<file path="config.mk">
export PLATFORM = sky130hd
export DESIGN_NAME = regfile_write_arbiter
export DESIGN_NICKNAME = d
export VERILOG_FILES = /design/src/rtl/regfile_write_arbiter.sv
export SDC_FILE = /design/constraint.sdc
export NUM_CORES = 1
export LEC_CHECK = 0
export ABC_AREA = 1
export CORE_MARGIN = 1
export CORE_UTILIZATION = 50
export CTS_BUF_LIST = sky130_fd_sc_hd__clkbuf_8 sky130_fd_sc_hd__clkbuf_16
export CTS_CLUSTER_DIAMETER = 60
export CTS_CLUSTER_SIZE = 10
export DETAILED_ROUTE_END_ITERATION = 10
export GPL_ROUTABILITY_DRIVEN = 0
export PLACE_DENSITY = 0.84
export SYNTH_ARGS = -nofsm -noshare
export SYNTH_HDL_FRONTEND = slang
export SYNTH_SLANG_ARGS = --single-unit
</file>
<file path="constraint.sdc">
create_clock -name Clock -period 15.4 [get_ports Clock]
set_input_delay 2.31 -clock Clock [delete_from_list [all_inputs] [get_ports Clock]]
set_output_delay 2.31 -clock Clock [all_outputs]
set_load 0.02 [all_outputs]
</file>
<file path="src/rtl/regfile_write_arbiter.sv">
// Register file write arbiter: two requesters (A = ALU, B = load) each own a
// one-entry holding slot; one slot is granted per cycle and its entry goes
// through a registered output stage to the register file write port.
// Writes to register 0 are dropped at grant time.
// Build option: define REGFILE_ARB_RR_EN for round-robin arbitration on
// conflicts; otherwise B (load) has fixed priority over A.
module regfile_write_arbiter #(
  parameter int DATA_WIDTH = 64,
  parameter int ADDR_WIDTH = 5,
  parameter int CNT_WIDTH  = 16
) (
  input  logic                  Clock,
  input  logic                  Reset,
  input  logic                  ValidA,
  input  logic [ADDR_WIDTH-1:0] AddrA,
  input  logic [DATA_WIDTH-1:0] DataA,
  output logic                  ReadyA,
  input  logic                  ValidB,
  input  logic [ADDR_WIDTH-1:0] AddrB,
  input  logic [DATA_WIDTH-1:0] DataB,
  output logic                  ReadyB,
  output logic                  RegWrite,
  output logic [ADDR_WIDTH-1:0] WriteRegister,
  output logic [DATA_WIDTH-1:0] WriteData,
  output logic                  Busy,
  output logic [CNT_WIDTH-1:0]  StallCount
);

  // Index 0 is requester A, index 1 is requester B.
  logic [1:0]            valid_in;
  logic [ADDR_WIDTH-1:0] addr_in [2];
  logic [DATA_WIDTH-1:0] data_in [2];

  logic [1:0]            full_reg;
  logic [ADDR_WIDTH-1:0] addr_reg [2];
  logic [DATA_WIDTH-1:0] data_reg [2];

  logic [1:0]            grant;
  logic [1:0]            ready;
  logic                  conflict;
  logic [ADDR_WIDTH-1:0] sel_addr;
  logic [DATA_WIDTH-1:0] sel_data;
  logic                  write_ok;

  logic                  reg_write_reg;
  logic [ADDR_WIDTH-1:0] write_register_reg;
  logic [DATA_WIDTH-1:0] write_data_reg;
  logic [CNT_WIDTH-1:0]  stall_count_reg;

  assign valid_in   = {ValidB, ValidA};
  assign addr_in[0] = AddrA;
  assign addr_in[1] = AddrB;
  assign data_in[0] = DataA;
  assign data_in[1] = DataB;

  assign conflict = full_reg[0] & full_reg[1];

`ifdef REGFILE_ARB_RR_EN
  // High when A should win the next conflict; flips after every grant.
  logic prefer_a_reg;

  // Round-robin grant: on conflict pick the slot not granted most recently.
  always_comb begin
    grant = full_reg;
    if (conflict) begin
      grant = prefer_a_reg ? 2'b01 : 2'b10;
    end
  end

  // Pointer tracks the most recent grant; reset favours A.
  always_ff @(posedge Clock) begin
    if (Reset) begin
      prefer_a_reg <= 1'b1;
    end else if (grant[0]) begin
      prefer_a_reg <= 1'b0;
    end else if (grant[1]) begin
      prefer_a_reg <= 1'b1;
    end
  end
`else
  // Fixed priority grant: load writeback (B) always beats ALU (A).
  always_comb begin
    grant = 2'b00;
    if (full_reg[1]) begin
      grant = 2'b10;
    end else if (full_reg[0]) begin
      grant = 2'b01;
    end
  end
`endif

  // Mux the granted slot; an entry targeting register 0 is simply discarded.
  always_comb begin
    sel_addr = grant[1] ? addr_reg[1] : addr_reg[0];
    sel_data = grant[1] ? data_reg[1] : data_reg[0];
    write_ok = (|grant) && (sel_addr != '0);
  end

  generate
    for (genvar gi = 0; gi < 2; gi++) begin : g_slot
      // A slot can take a request when empty or when it is being drained now.
      assign ready[gi] = ~Reset & (~full_reg[gi] | grant[gi]);

      // Holding slot: refill wins over drain so back-to-back requests stream.
      always_ff @(posedge Clock) begin
        if (Reset) begin
          full_reg[gi] <= 1'b0;
        end else if (valid_in[gi] && ready[gi]) begin
          full_reg[gi] <= 1'b1;
          addr_reg[gi] <= addr_in[gi];
          data_reg[gi] <= data_in[gi];
        end else if (grant[gi]) begin
          full_reg[gi] <= 1'b0;
        end
      end
    end
  endgenerate

  // Output stage: one-cycle pulse per real write, index/data hold otherwise.
  always_ff @(posedge Clock) begin
    if (Reset) begin
      reg_write_reg      <= 1'b0;
      write_register_reg <= '0;
      write_data_reg     <= '0;
    end else begin
      reg_write_reg <= write_ok;
      if (write_ok) begin
        write_register_reg <= sel_addr;
        write_data_reg     <= sel_data;
      end
    end
  end

  // Count cycles in which a full slot lost arbitration, sticking at all-ones.
  always_ff @(posedge Clock) begin
    if (Reset) begin
      stall_count_reg <= '0;
    end else if (conflict && (stall_count_reg != {CNT_WIDTH{1'b1}})) begin
      stall_count_reg <= stall_count_reg + 1'b1;
    end
  end

  assign ReadyA        = ready[0];
  assign ReadyB        = ready[1];
  assign RegWrite      = reg_write_reg;
  assign WriteRegister = write_register_reg;
  assign WriteData     = write_data_reg;
  assign Busy          = (|full_reg) | reg_write_reg;
  assign StallCount    = stall_count_reg;

endmodule

</file>
==> results_dict.tcl, run 1 <==
set metrics [dict create \
    synthArstFlopShare_pct 0 \
    io_buffers 230 \
    clock.fmax_ghz 0.144 \
    syn_area_mm2 0.00864 \
    internal_power_mw 1.08 \
    yosysWarnings 0 \
    ctsResizeCount 0 \
    hold_class "reg2reg" \
    fin_worst_skew_ps 11.2 \
    grt_pass1_vias 6321 \
    worstHoldStart "WriteRegister[2]" \
    cts_buffers 26 \
    switching_share_pct 23.0 \
    cts_hold_buf 0 \
    clock_power_share_pct 37.9 \
    cts_buffer_depth 3 \
    insertion_delay_ps 510 \
    final_cells 1224 \
    switchingPower_uw 324 \
    ys_ff_latch 226 \
    pwr-share-seq_pct 49.8 \
    root_buffer "clkbuf_16" \
    antenna_found_initial 1 \
    netlist.area_leader.share_pct 48.0 \
    whs_path_depth 2 \
    status "complete, no violations" \
    grt_max_degree 79 \
    vias_per_cell 5.19 \
    grt_overflow 0 \
    die_y_um 133 \
    vias 6357 \
    maxSlewHeadroom_pct 27.6 \
    start_util_pct 51.7 \
    fillerInstances 1200 \
    fin_crit_ps 6950 \
    dpl.cell_count 1175 \
    cts_max_level 1 \
    fin_tns_setup_ps 0 \
    required_ps 13090 \
    grt_pass1_wl_um 32400 \
    p_comb_share_pct 12.3 \
    timing.hold.ws_ps 461 \
    layout-drive-gt1-share_pct 4.29 \
    clk_pin_slew_ps 50 \
    cts.sinks 226 \
    leakage_nw 4.46 \
    synth_area_leaders "edfxtp_1 48%, dfxtp_1 20%, mux2i_1 7.4%" \
    syn_inst 765 \
    crit_path_start_kind "primary input" \
    critical_path_class "in2out" \
    synth_top_flop_cell "edfxtp_1" \
    setup_violations 0 \
    drtIter0Drc 470 \
    ir_drop_uv 116 \
    die_x_um 133 \
    io_pins 231 \
    drt_first_pass_iters 4 \
    rsz0062_at_grt "false" \
    post_cts_buffers 0 \
    postSynthAreaPerCell_um2 11.3 \
    pre_cts_ws_ps 8460 \
    drc_errors 0 \
    ys_types 26 \
    synth_top_area_cell "edfxtp_1" \
    yosysSeqAreaShare_pct 68.3 \
    die_area_mm2 0.0178 \
    core_area_mm2 0.0167 \
    rr_endpoint "WriteData[49]" \
    cp-end-kind "output port" \
    arrival_ps 4640 \
    ff2ff_setup_slack_ps 12920 \
    min_to "WriteRegister[2]" \
    period_share_pct 45.1 \
    antenna_left 0 \
    fin_util_pct 70.8 \
    synthToLayoutAreaGrowth_pct 36.8 \
    largest_reg_flops 128 \
    hold_viol_final 0 \
    routed_wl_um 20400 \
    grt_usage_pct 23.2 \
    worstReg2RegStart "full_reg[1]" \
    final_nets 1126 \
    p_per_area_mw_per_mm2 119 \
    wire_per_inst_um 16.6 \
    cts_tree "done" \
    synth_nets 908 \
    slew_viol_final 0 \
    ff2ff_path_depth 9 \
    worst-path-max-fanout 77 \
    max-cap-violations 0 \
    worstMarginPinSlew_ps 1090 \
    synth_edf_count 138 \
    setup_slack_ps 8450 \
    dp_hpwl_um 13000 \
    rows 47 \
]
## cell usage in the layout (no fill, tap or decap), types with 6 or more instances in the layout
| master | netlist | routed |
|---|---|---|
| nand2_1 | 128 | 128 |
| nand3_1 | 77 | 77 |
| edfxtp_1 | 138 | 138 |
| buf_4 | 3 | 6 |
| nor2_1 | 102 | 101 |
| a21oi_1 | 80 | 80 |
| mux2i_1 | 64 | 64 |
| o21ai_0 | 6 | 6 |
| inv_1 | 17 | 37 |
| clkdlybuf4s50_1 | 0 | 230 |
| clkbuf_16 | 0 | 27 |
| dfxtp_1 | 88 | 87 |
## cell families after synthesis
group | count (synthesis) | synth area share, %
AO/OA/AOI/OAI | 88 | 5.17
XOR/XNOR | 2 | 0.203
adder cells (fa/ha/maj) | 1 | 0.145
buffers and inverters | 66 | 3.46
flip-flops | 226 | 68.3
multiplexers | 64 | 7.41
AND/OR/NAND/NOR | 318 | 15.3
## cell usage after synthesis (2+ instances only)
cell	number
a21oi_1	80
buf_1	10
buf_2	14
buf_4	3
buf_6	3
clkbuf_1	16
dfxtp_1	88
edfxtp_1	138
inv_1	17
inv_2	3
mux2i_1	64
nand2_1	128
nand3_1	77
nand4_1	2
nor2_1	102
nor3_1	3
o21ai_0	6
or2_2	2
xor2_1	2
## final cells by class
type / instances / area [um2] / area share, %
flip-flops and latches: 226 / 5910 / 50.0
diodes: 1 / 2.50 / 0.0212
well taps: 220 / 275 / 2.33
multi-input cells: 473 / 2460 / 20.8
repair buffers: 236 / 2350 / 19.9
clock buffers: 27 / 676 / 5.71
inverters: 20 / 77.6 / 0.656
clock inverters: 21 / 78.8 / 0.667
## stage by stage
| step | area [um2] | total power [mW] |
|---|---|---|
| 4_1_cts | 11800 | 1.42 |
| 3_5_place_dp | 11100 | 0.886 |
| 5_1_grt | 11800 | 1.46 |
| 6_report | 11800 | 1.41 |
| 3_3_place_gp | 11100 | 0.880 |
| 2_1_floorplan | 8640 | 0.797 |
## worst max path at each step
stage | from | end | slack, ps | cells after the start
final | Reset | ReadyB | 8450 | 4
after global routing | Reset | ReadyB | 8350 | 4
after CTS | Reset | ReadyB | 8450 | 4
after detailed placement | Reset | ReadyB | 8460 | 4
after global placement | Reset | ReadyB | 8470 | 4
after floorplan | Reset | addr_reg[0][0] | 7610 | 2
## power by group through the flow
stage / clock, mW / combinational [mW] / sequential, mW
after CTS: 0.543 / 0.174 / 0.700
after detailed placement: 0 / 0.174 / 0.712
after global placement: 0 / 0.170 / 0.710
after floorplan: 0 / 0.0656 / 0.731
after global routing: 0.571 / 0.188 / 0.703
final: 0.533 / 0.173 / 0.700
## worst max-delay path, stage by stage
cell             delay [ps]
clkdlybuf4s50_1         730
inv_2                   120
buf_4                   690
clkdlybuf4s50_1         760
## layer usage
metal | vias up | wire, um | global-route usage (%) | part of all wire [%]
met4 | 0 | 540 | 8.65 | 2.7
li1 | 3084 | - | - | -
met1 | 2981 | 8070 | 29.1 | 40
met5 | - | 0 | 0 | 0
met2 | 254 | 10300 | 39.5 | 51
met3 | 38 | 1470 | 4.98 | 7.2
(Power assumes the default switching activity.)
==> run 2, diff against run 1 <==
--- a/config.mk
+++ b/config.mk
@@ -7,13 +7,13 @@
 export LEC_CHECK = 0
 export ABC_AREA = 1
 export CORE_MARGIN = 1
-export CORE_UTILIZATION = 50
+export CORE_UTILIZATION = 48
 export CTS_BUF_LIST = sky130_fd_sc_hd__clkbuf_8 sky130_fd_sc_hd__clkbuf_16
 export CTS_CLUSTER_DIAMETER = 60
 export CTS_CLUSTER_SIZE = 10
 export DETAILED_ROUTE_END_ITERATION = 10
 export GPL_ROUTABILITY_DRIVEN = 0
-export PLACE_DENSITY = 0.84
+export PLACE_DENSITY = 0.81
 export SYNTH_ARGS = -nofsm -noshare
 export SYNTH_HDL_FRONTEND = slang
 export SYNTH_SLANG_ARGS = --single-unit
==> constraint.sdc (replaced) <==
create_clock -name Clock -period 6.8 [get_ports Clock]
set_input_delay 1.02 -clock Clock [delete_from_list [all_inputs] [get_ports Clock]]
set_output_delay 1.02 -clock Clock [all_outputs]
set_load 0.02 [all_outputs]
==> run 2 against run 1 <==
  * Sequential share of layout area shrank 0.14 points
  * Final cell count grew 0.33%
  * Non-clock buffer count grew 2
  * Clock power grew 130%
  * Clock skew shrank 4.3 ps
  * Power grew 130%
  * Global-route usage shrank 1.0 points
  * Sequential cell count is the same
  * Critical path type unchanged
  * Critical endpoint unchanged
  * Largest cell class unchanged
==> results_dict.tcl, run 2 (synthesis gave the netlist of run 1 again) <==
set metrics [dict create \
    die_y_um 136 \
    required_ps 5780 \
    cp-end-kind "output port" \
    grt_usage_pct 22.2 \
    antenna_cells 0 \
    post_cts_buffers 0 \
    ctsResizeCount 0 \
    power_mw 3.20 \
    ir_drop_uv 216 \
    die_x_um 136 \
    vias_per_cell 5.17 \
    grt_pass1_wl_um 31600 \
    timing.hold.ws_ps 460 \
    cts_hold_buf 0 \
    hold_viol_final 0 \
    io_buffers 230 \
    worst-path-max-fanout 77 \
    hold_class "reg2reg" \
    routed_wl_um 20400 \
    final_common_cell "clkdlybuf4s50_1" \
    fin_worst_skew_ps 6.89 \
    fin_crit_ps 4160 \
    grt_pass1_vias 6251 \
    vias 6349 \
    insertion_delay_ps 500 \
    rsz0062_at_grt "false" \
    p_per_area_mw_per_mm2 270 \
    rows 48 \
    cts_tree "done" \
    max-cap-violations 0 \
    fin_tns_setup_ps 0 \
    cts_buffer_depth 3 \
    cts_buffers 26 \
    critical_path_class "in2out" \
    worstMarginPinSlew_ps 1020 \
    grtUsageMet2_pct 38.7 \
    status "complete, no violations" \
    antenna_found_initial 0 \
    drtIter0Drc 356 \
    start_util_pct 49.6 \
    cts.sinks 226 \
    setup_violations 0 \
    ff2ff_setup_slack_ps 3970 \
    layout_common_cells "230 x clkdlybuf4s50_1, 138 x edfxtp_1, 128 x nand2_1, 101 x nor2_1, 87 x dfxtp_1" \
    globalRouteMet1Util_pct 27.2 \
    io_pins 231 \
    slowest_stage "clkdlybuf4s50_1" \
    cpPeakStageDelay_ps 750 \
    core_area_mm2 0.0174 \
    crit_path_start_kind "primary input" \
    cts_max_level 1 \
    layout-drive-gt1-share_pct 4.59 \
    period_share_pct 61.2 \
    maxSlewHeadroom_pct 31.9 \
    arrival_ps 3140 \
    synthToLayoutAreaGrowth_pct 37.2 \
    dp_hpwl_um 13300 \
    clk_pin_slew_ps 50 \
    grt_max_degree 88 \
    grt_overflow 0 \
    root_buffer "clkbuf_16" \
    grt_busiest_layer "met2" \
    wire_per_inst_um 16.6 \
    die_area_mm2 0.0185 \
    clock.fmax_ghz 0.240 \
    path_cells "clkdlybuf4s50_1, buf_4, inv_2, buf_4, clkdlybuf4s50_1" \
    final_nets 1128 \
    slew_viol_final 0 \
    largest_reg_flops 128 \
    antenna_left 0 \
    drc_errors 0 \
    drt_first_pass_iters 5 \
    met3_usage_pct 4.51 \
    leakage_nw 4.47 \
]
## run 2: path summary, 6_finish.rpt
path,cells past startpoint,endpoint,from
setup / recovery,5,ReadyB,Reset
hold / removal,2,WriteRegister[0],WriteRegister[0]
setup reg to reg,7,WriteRegister[4],full_reg[1]
hold reg to reg,2,WriteRegister[0],WriteRegister[0]
## run 2: cell type report
type / instances / area, um2
Fill cell: 1304 / 5560
Tap cell: 225 / 282
Multi-Input combinational cell: 473 / 2460
Clock inverter: 18 / 67.6
Inverter: 20 / 77.6
Clock buffer: 28 / 701
Sequential cell: 226 / 5910
Timing Repair Buffer: 238 / 2360
## run 2: routing by layer
metal	vias up	wire length, um
met5	-	0
met4	0	543
met3	40	1360
met2	246	10400
met1	2979	8070
li1	3084	-
## run 2: worst max-delay path, delay by kind of cell
kind	cells	cell delay, ps
buf+inv	5	2080
## run 2: through the flow
stage	cell area (um2)	cells	utilization (%)	setup WS, ps
after floorplan	8640	765	-	303
after global placement	11100	1182	63.7	2680
after detailed placement	11100	1182	63.7	2670
after CTS	11900	1228	68.1	2650
after global routing	11900	1228	68.1	2520
final	11900	1228	68.1	2640
## run 2: report_power, final
part | leakage, nW | switching, mW | internal [mW]
combinational | 2.01 | 0.192 | 0.197
sequential | 2.02 | 0.0422 | 1.55
clock | 0.441 | 0.494 | 0.729
total | 4.47 | 0.728 | 2.47
